--- src/rtl/nn_pkg.sv ---
// nn_pkg: ROM map, state/op encodings and saturation helpers shared by the serial network
package nn_pkg;

    typedef enum logic [1:0] {S_IDLE, S_L1, S_L2, S_OUT} state_e;
    typedef enum logic [1:0] {MAC_HOLD, MAC_CLR, MAC_LOAD, MAC_ACC} mac_op_e;

    localparam int W1_BASE = 0;

    function automatic int w2_base(input int n);
        return 2 * n;
    endfunction

    function automatic int win2_addr(input int n);
        return 3 * n;
    endfunction

    function automatic int b2_addr(input int n);
        return 3 * n + 1;
    endfunction

    function automatic logic signed [15:0] sat16(input int x);
        return x > 32767 ? 16'sh7fff : x < -32768 ? 16'sh8000 : 16'(x);
    endfunction

    function automatic logic [7:0] clamp_u8(input int x);
        return x > 255 ? 8'hff : x < 0 ? 8'h00 : 8'(x);
    endfunction

endpackage

--- src/rtl/nn_mac.sv ---
// nn_mac: shared signed multiply with clear, load and accumulate into an ACC_W register
module nn_mac
    import nn_pkg::*;
#(
    parameter int A_W   = 9,
    parameter int B_W   = 8,
    parameter int ACC_W = 20
) (
    input  logic                    clk,
    input  logic                    rst,
    input  mac_op_e                 op_i,
    input  logic signed [A_W-1:0]   a_i,
    input  logic signed [B_W-1:0]   b_i,
    output logic signed [ACC_W-1:0] acc_o
);

    logic signed [A_W+B_W-1:0] prod;
    logic signed [ACC_W-1:0]   acc_d, acc_q;

    assign prod = a_i * b_i;

    always_comb begin
        acc_d = op_i == MAC_CLR  ? '0 :
                op_i == MAC_LOAD ? ACC_W'(prod) :
                op_i == MAC_ACC  ? acc_q + ACC_W'(prod) : acc_q;
    end

    always_ff @(posedge clk) begin
        if (rst) acc_q <= '0;
        else acc_q <= acc_d;
    end

    assign acc_o = acc_q;

endmodule

--- src/rtl/nn_serial_ctrl.sv ---
// nn_serial_ctrl: time-multiplexed 1-N_HID-1 network on one shared MAC, weights from external ROM
module nn_serial_ctrl
    import nn_pkg::*;
#(
    parameter int N_HID     = 6,
    parameter int W_W       = 8,
    parameter int ACC_W     = 20,
    parameter int ADDR_W    = 5,
    parameter int OUT_SHIFT = 8
) (
    input  logic                    clk,
    input  logic                    rst,
    input  logic                    in_valid_i,
    output logic                    in_ready_o,
    input  logic signed [8:0]       in1_i,
    input  logic signed [8:0]       in2_i,
    output logic [ADDR_W-1:0]       w_addr_o,
    input  logic signed [W_W-1:0]   w_data_i,
    output logic signed [15:0]      af_in_o,
    input  logic signed [15:0]      af_out_i,
    output logic                    out_valid_o,
    input  logic                    out_ready_i,
    output logic [7:0]              out1_o,
    output logic                    busy_o
);

    localparam int CNT_W = $clog2(3 * N_HID + 3);
    localparam int HI_W  = N_HID > 1 ? $clog2(N_HID) : 1;
    localparam logic [CNT_W-1:0]  L1_END = CNT_W'(2 * N_HID);
    localparam logic [CNT_W-1:0]  L2_END = CNT_W'(b2_addr(N_HID) + 1);
    localparam logic [CNT_W-1:0]  K_W2   = CNT_W'(w2_base(N_HID));
    localparam logic [CNT_W-1:0]  K_WIN2 = CNT_W'(win2_addr(N_HID));
    localparam logic [ADDR_W-1:0] A_LAST = ADDR_W'(b2_addr(N_HID));

    state_e                  state_q;
    logic [CNT_W-1:0]        cnt_q, k;
    logic [ADDR_W-1:0]       w_addr_q;
    logic signed [8:0]       in1_q, in2_q, mac_a;
    logic signed [8:0]       h_q [N_HID];
    logic signed [15:0]      af_q, s;
    logic [7:0]              out1_q;
    logic                    in_ready_q, out_valid_q, busy_q;
    logic                    accept, l1, l1_w, l1_b;
    logic [HI_W-1:0]         j1, j2;
    mac_op_e                 mac_op;
    logic signed [ACC_W-1:0] acc;
    logic                    unused_af;

    // cnt_q counts cycles from accept; the word on w_data_i is ROM word k = cnt_q-1
    assign k      = cnt_q - CNT_W'(1);
    assign accept = state_q == S_IDLE && in_valid_i && in_ready_q;
    assign l1     = state_q == S_L1 && cnt_q != '0;
    assign l1_w   = l1 && !k[0];
    assign l1_b   = l1 && k[0];
    assign j1     = HI_W'((k - CNT_W'(W1_BASE)) >> 1);
    assign j2     = HI_W'(k - K_W2);
    assign s      = sat16(int'(acc) + int'(w_data_i));

    assign af_in_o     = l1_b ? s : af_q;
    assign w_addr_o    = w_addr_q;
    assign in_ready_o  = in_ready_q;
    assign out_valid_o = out_valid_q;
    assign out1_o      = out1_q;
    assign busy_o      = busy_q;
    assign unused_af   = ^af_out_i[15:9];

    always_comb begin
        mac_op = MAC_HOLD;
        mac_a  = in1_q;
        if (accept) mac_op = MAC_CLR;
        else if (l1_w) mac_op = MAC_LOAD;
        else if (state_q == S_L2) begin
            mac_op = k == K_W2 ? MAC_LOAD : MAC_ACC;
            mac_a  = k < K_WIN2 ? h_q[j2] : k == K_WIN2 ? in2_q : 9'sd1;
        end
    end

    nn_mac #(.A_W(9), .B_W(W_W), .ACC_W(ACC_W)) u_mac (
        .clk   (clk),
        .rst   (rst),
        .op_i  (mac_op),
        .a_i   (mac_a),
        .b_i   (w_data_i),
        .acc_o (acc)
    );

    always_ff @(posedge clk) begin
        if (rst) begin
            state_q     <= S_IDLE;
            cnt_q       <= '0;
            w_addr_q    <= '0;
            af_q        <= '0;
            in1_q       <= '0;
            in2_q       <= '0;
            out1_q      <= '0;
            in_ready_q  <= 1'b1;
            out_valid_q <= 1'b0;
            busy_q      <= 1'b0;
            for (int i = 0; i < N_HID; i++) h_q[i] <= '0;
        end else begin
            if (state_q == S_L1 || state_q == S_L2) begin
                cnt_q <= cnt_q + CNT_W'(1);
                if (w_addr_q != A_LAST) w_addr_q <= w_addr_q + ADDR_W'(1);
            end
            if (l1_b) begin
                af_q     <= s;
                h_q[j1]  <= af_out_i[8:0];
            end
            case (state_q)
                S_IDLE: if (accept) begin
                    in1_q      <= in1_i;
                    in2_q      <= in2_i;
                    in_ready_q <= 1'b0;
                    busy_q     <= 1'b1;
                    w_addr_q   <= '0;
                    cnt_q      <= '0;
                    state_q    <= S_L1;
                end
                S_L1: if (cnt_q == L1_END) state_q <= S_L2;
                S_L2: if (cnt_q == L2_END) state_q <= S_OUT;
                S_OUT: if (!out_valid_q) begin
                    out_valid_q <= 1'b1;
                    out1_q      <= clamp_u8(int'(acc >>> OUT_SHIFT));
                end else if (out_ready_i) begin
                    out_valid_q <= 1'b0;
                    busy_q      <= 1'b0;
                    in_ready_q  <= 1'b1;
                    state_q     <= S_IDLE;
                end
                default: state_q <= S_IDLE;
            endcase
        end
    end

endmodule

--- config.mk ---
export PLATFORM = sky130hd
export DESIGN_NAME = nn_serial_ctrl
export DESIGN_NICKNAME = d
export VERILOG_FILES = /design/src/rtl/nn_pkg.sv /design/src/rtl/nn_mac.sv /design/src/rtl/nn_serial_ctrl.sv
export SDC_FILE = /design/constraint.sdc
export NUM_CORES = 1
export LEC_CHECK = 0
export BUFFER_PORTS_ARGS = -buffer_cell sky130_fd_sc_hd__buf_2
export CAP_MARGIN = 20
export CORE_AREA = 2 2 141 143
export DETAILED_ROUTE_END_ITERATION = 10
export DIE_AREA = 0 0 143 145
export PLACE_DENSITY = 0.8
export SLEW_MARGIN = 25
export SYNTH_ARGS = -nofsm -noshare
export SYNTH_HDL_FRONTEND = slang
export SYNTH_HIERARCHICAL = 1
export SYNTH_SLANG_ARGS = --single-unit
--- constraint.sdc ---
create_clock -name clk -period 10.38 [get_ports clk]
set_input_delay 2.076 -clock clk [delete_from_list [all_inputs] [get_ports clk]]
set_output_delay 2.076 -clock clk [all_outputs]
set_load 0.05 [all_outputs]
==> key figures <==
Outcome
  – Status: finished clean

Synthesis
  – Area share of the leading cell type in the synthesized netlist: 0.185
  – Syn_nets: 1468
  – FFs w/ async S/R, synth: 0
  – YS warnings: 6
  – Mean Syn Cell Area: roughly 9.1 um2
  – Post-synthesis cell type with the largest combined area: edfxtp_1
  – Top cells by area, synth: edfxtp_1 19%, dfxtp_1 13%, fa_1 11%
  – Yosys reg bits: 149
  – Top_reg_cell synth: dfxtp_1
  – Share of the yosys chip area belonging to registers: 0.317
  – Cells after synthesis: around 1300
  – EDFF count, synth: between 70 and 80
  – Cell variety after synth: just under 80
  – Cell Area, Synth: 0.0117 mm2

Timing
  – Maximum clock frequency: 115 MHz
  – Hold WS: 458 ps
  – Fin. Hold Viols: 0
  – Slew HR: 0.341
  – Setup_tns: 0 ps
  – Final period util: 0.836
  – Period minus WS final: 8680 ps
  – Worst-margin pin slew: 985 ps
  – Layout Skew: 16.9 ps
  – RSZ-0062 raised after global routing: no
  – Final number of max-transition violations: 0
  – Final setup fails: 0

Worst setup path
  – Worst Setup Start Kind: primary input
  – Top Family by Delay on Critical Path: adder cells
  – CP endpoint kind: flop
  – Data required time of the worst path: 10720 ps
  – CP peak stage delay: 600 ps
  – Buf+Inv Stages, Crit Path: 5
  – Critical R2R Launch: cnt_q[0]$_SDFF_PP0_
  – FF-to-FF path depth: 29
  – Crit path DAT: 9020 ps
  – Kind of critical path: in -> reg
  – Reg2reg end: u_mac/acc_o[17]$_SDFFE_PP0P_
  – Worst-path fanout max: 18
  – Cell mode on critical path: fa_1
  – Crit-path slowest cell: a21oi_1
  – Worst Setup SP: in_valid_i
  – Reg2reg setup slack: 1720 ps

Job
  – Max-Cap Viols: 0

Layout
  – Layout cells sized above 1: 0.137
  – Nets: 1518
  – N_diodes: 0
  – Post-Layout Cell Count: 1604
  – Area Growth Syn to Fin: 10.5%

Drt
  – Initial drt markers: 742
  – Routed WL: 27200 um
  – # DRC: 0
  – Post-route ant nets: 0
  – Post-detailed-route wirelength per cell: 17.0 um
  – DR vias: 9455
  – Initial DRT Pass Iterations: 5
  – Vias per inst: 5.89

Global route
  – Vias in the first global route: 9252
  – First-pass GRT wire length: ~46000 um
  – Most used routing layer: met2
  – All-layer global routing usage: 0.276
  – Residual overflow from global routing: 0
  – Pin count of the biggest net entering global routing: 48
  – GR Util met2: 0.428
  – Met3 GRT Util: 0.0485
  – Initial antenna violation count: 0
  – Routing usage on met1: 0.407

CTS
  – Worst skew pair latency: roughly 440 ps
  – Clock slew at reported path FFs: approximately 70 ps
  – CTS tree: done
  – TritonCTS Sinks: 149
  – Post-CTS sizing: 0
  – Post-CTS Setup Bufs: 0
  – CTS H-tree depth: 4
  – Root Driver: clkbuf_16
  – Clk buf depth: 2
  – Cts hold-fix bufs: 0
  – TritonCTS Buffers: 17

Place
  – Routability cong.: 0.875
  – IO Port Bufs: 70
  – Placed cells: 1572
  – Hpwl dp: 20100 um

Hold path
  – HP Start: in2_q[0]$_SDFFE_PP0P_
  – Hold endpoint: in2_q[0]$_SDFFE_PP0P_
  – Hold crit path type: reg -> reg
  – Worst Hold Path Cells: 2

Floorplanning
  – Horiz. Die Dim: 143 um
  – I/O pin count: 78
  – Die area: between 0.02 and 0.025 mm2
  – Core outline area: 0.0192 mm2
  – Die Y: 145 um
  – Cell Rows: 51
  – Initial Util: 0.608
[worst min-delay path: cells and delay by family (launching register included)]
family           cells  cell delay (ps)
AND/OR/NAND/NOR      1               50
flip-flops           1              310
AO/OA/AOI/OAI        1               50
[kinds of logic (layout without fill, tap and decap cells)]
family,after synthesis,count (layout),share of synthesized area
DFF,149,149,0.317
adders and majority gates,146,146,0.197
buffers and inverters,177,240,0.0580
and+or+nand+nor,440,440,0.181
muxes,31,31,0.0463
xor gates and xnor gates,49,49,0.0368
AOI/OAI and AO/OA,284,284,0.164
[worst max-delay path by stage]
stage | endpoint | slack, ps | depth (start not counted)
after global placement | u_mac/acc_o[17]$_SDFFE_PP0P_ | 1360 | 28
after detailed placement | u_mac/acc_o[17]$_SDFFE_PP0P_ | 1320 | 28
after floorplan | u_mac/acc_o[17]$_SDFFE_PP0P_ | 2080 | 27
final | u_mac/acc_o[17]$_SDFFE_PP0P_ | 1700 | 28
after CTS | u_mac/acc_o[17]$_SDFFE_PP0P_ | 1740 | 28
after global routing | u_mac/acc_o[17]$_SDFFE_PP0P_ | 1040 | 29
[synth_stat cells, types with 5 or more instances]
| master | count |
|---|---|
| nor2_1 | 137 |
| inv_1 | 124 |
| nand2_1 | 121 |
| a21oi_1 | 114 |
| ha_1 | 83 |
| dfxtp_1 | 77 |
| edfxtp_1 | 72 |
| fa_1 | 63 |
| and2_1 | 58 |
| clkbuf_1 | 43 |
| o21ai_0 | 34 |
| xnor2_1 | 29 |
| nor3_1 | 23 |
| a21o_1 | 22 |
| nand3_1 | 21 |
| nand2b_1 | 20 |
| xor2_1 | 20 |
| mux4_2 | 18 |
| a211oi_1 | 15 |
| a31oi_1 | 14 |
| a22oi_1 | 11 |
| a211oi_2 | 10 |
| nand2_2 | 10 |
| mux2i_1 | 9 |
| o21bai_1 | 8 |
| nand4_1 | 7 |
| o211ai_1 | 7 |
| and3_1 | 6 |
| or3_1 | 6 |
| a211o_1 | 5 |
| nand3b_1 | 5 |
[cell type report]
| type | instances | area, um2 |
|---|---|---|
| fillers | 1478 | 6310 |
| clock buffers | 17 | 425 |
| inverters | 125 | 469 |
| repair buffers | 83 | 448 |
| well taps | 265 | 332 |
| multi-input cells | 950 | 7320 |
| clock inverters | 15 | 205 |
| flip-flops and latches | 149 | 3700 |
[through the flow]
stage / util / instance area (um2) / setup slack, ps
2_1_floorplan: - / 11700 / 2080
3_3_place_gp: 0.638 / 12300 / 1360
3_5_place_dp: 0.638 / 12300 / 1320
4_1_cts: 0.671 / 12900 / 1740
5_1_grt: 0.672 / 12900 / 1040
6_report: 0.672 / 12900 / 1700
[state kept, by name (all words and copies together), names as in the netlist]
register / cells
af_q: 16
busy_o: 1
cnt_q: 5
h_q: 72
in1_q: 9
in2_q: 9
in_ready_o: 1
out1_o: 8
out_valid_o: 1
state_q: 2
u_mac/acc_o: 20
w_addr_o: 5
[placed cells by master, fill, tap and decap left out, types with 19 or more instances in the layout]
master	instances
and2_1	58
buf_2	70
nand2b_1	20
nor2_1	135
nor3_1	23
o21ai_0	33
edfxtp_1	72
dfxtp_1	77
nand2_1	121
nand3_1	21
ha_1	82
xor2_1	19
a21oi_1	114
fa_1	63
xnor2_1	29
inv_1	124
a21o_1	22
[layer usage]
| layer | part of all wire | wire (um) | vias up |
|---|---|---|---|
| met4 | 0.0083 | 226 | 0 |
| li1 | - | - | 4533 |
| met3 | 0.079 | 2160 | 20 |
| met1 | 0.46 | 12400 | 4515 |
| met2 | 0.46 | 12400 | 387 |
| met5 | 0 | 0 | - |
Power is left out: the tool's default activity adds up to more than one toggle a clock period on the data nets, which glitch-free logic cannot reach.
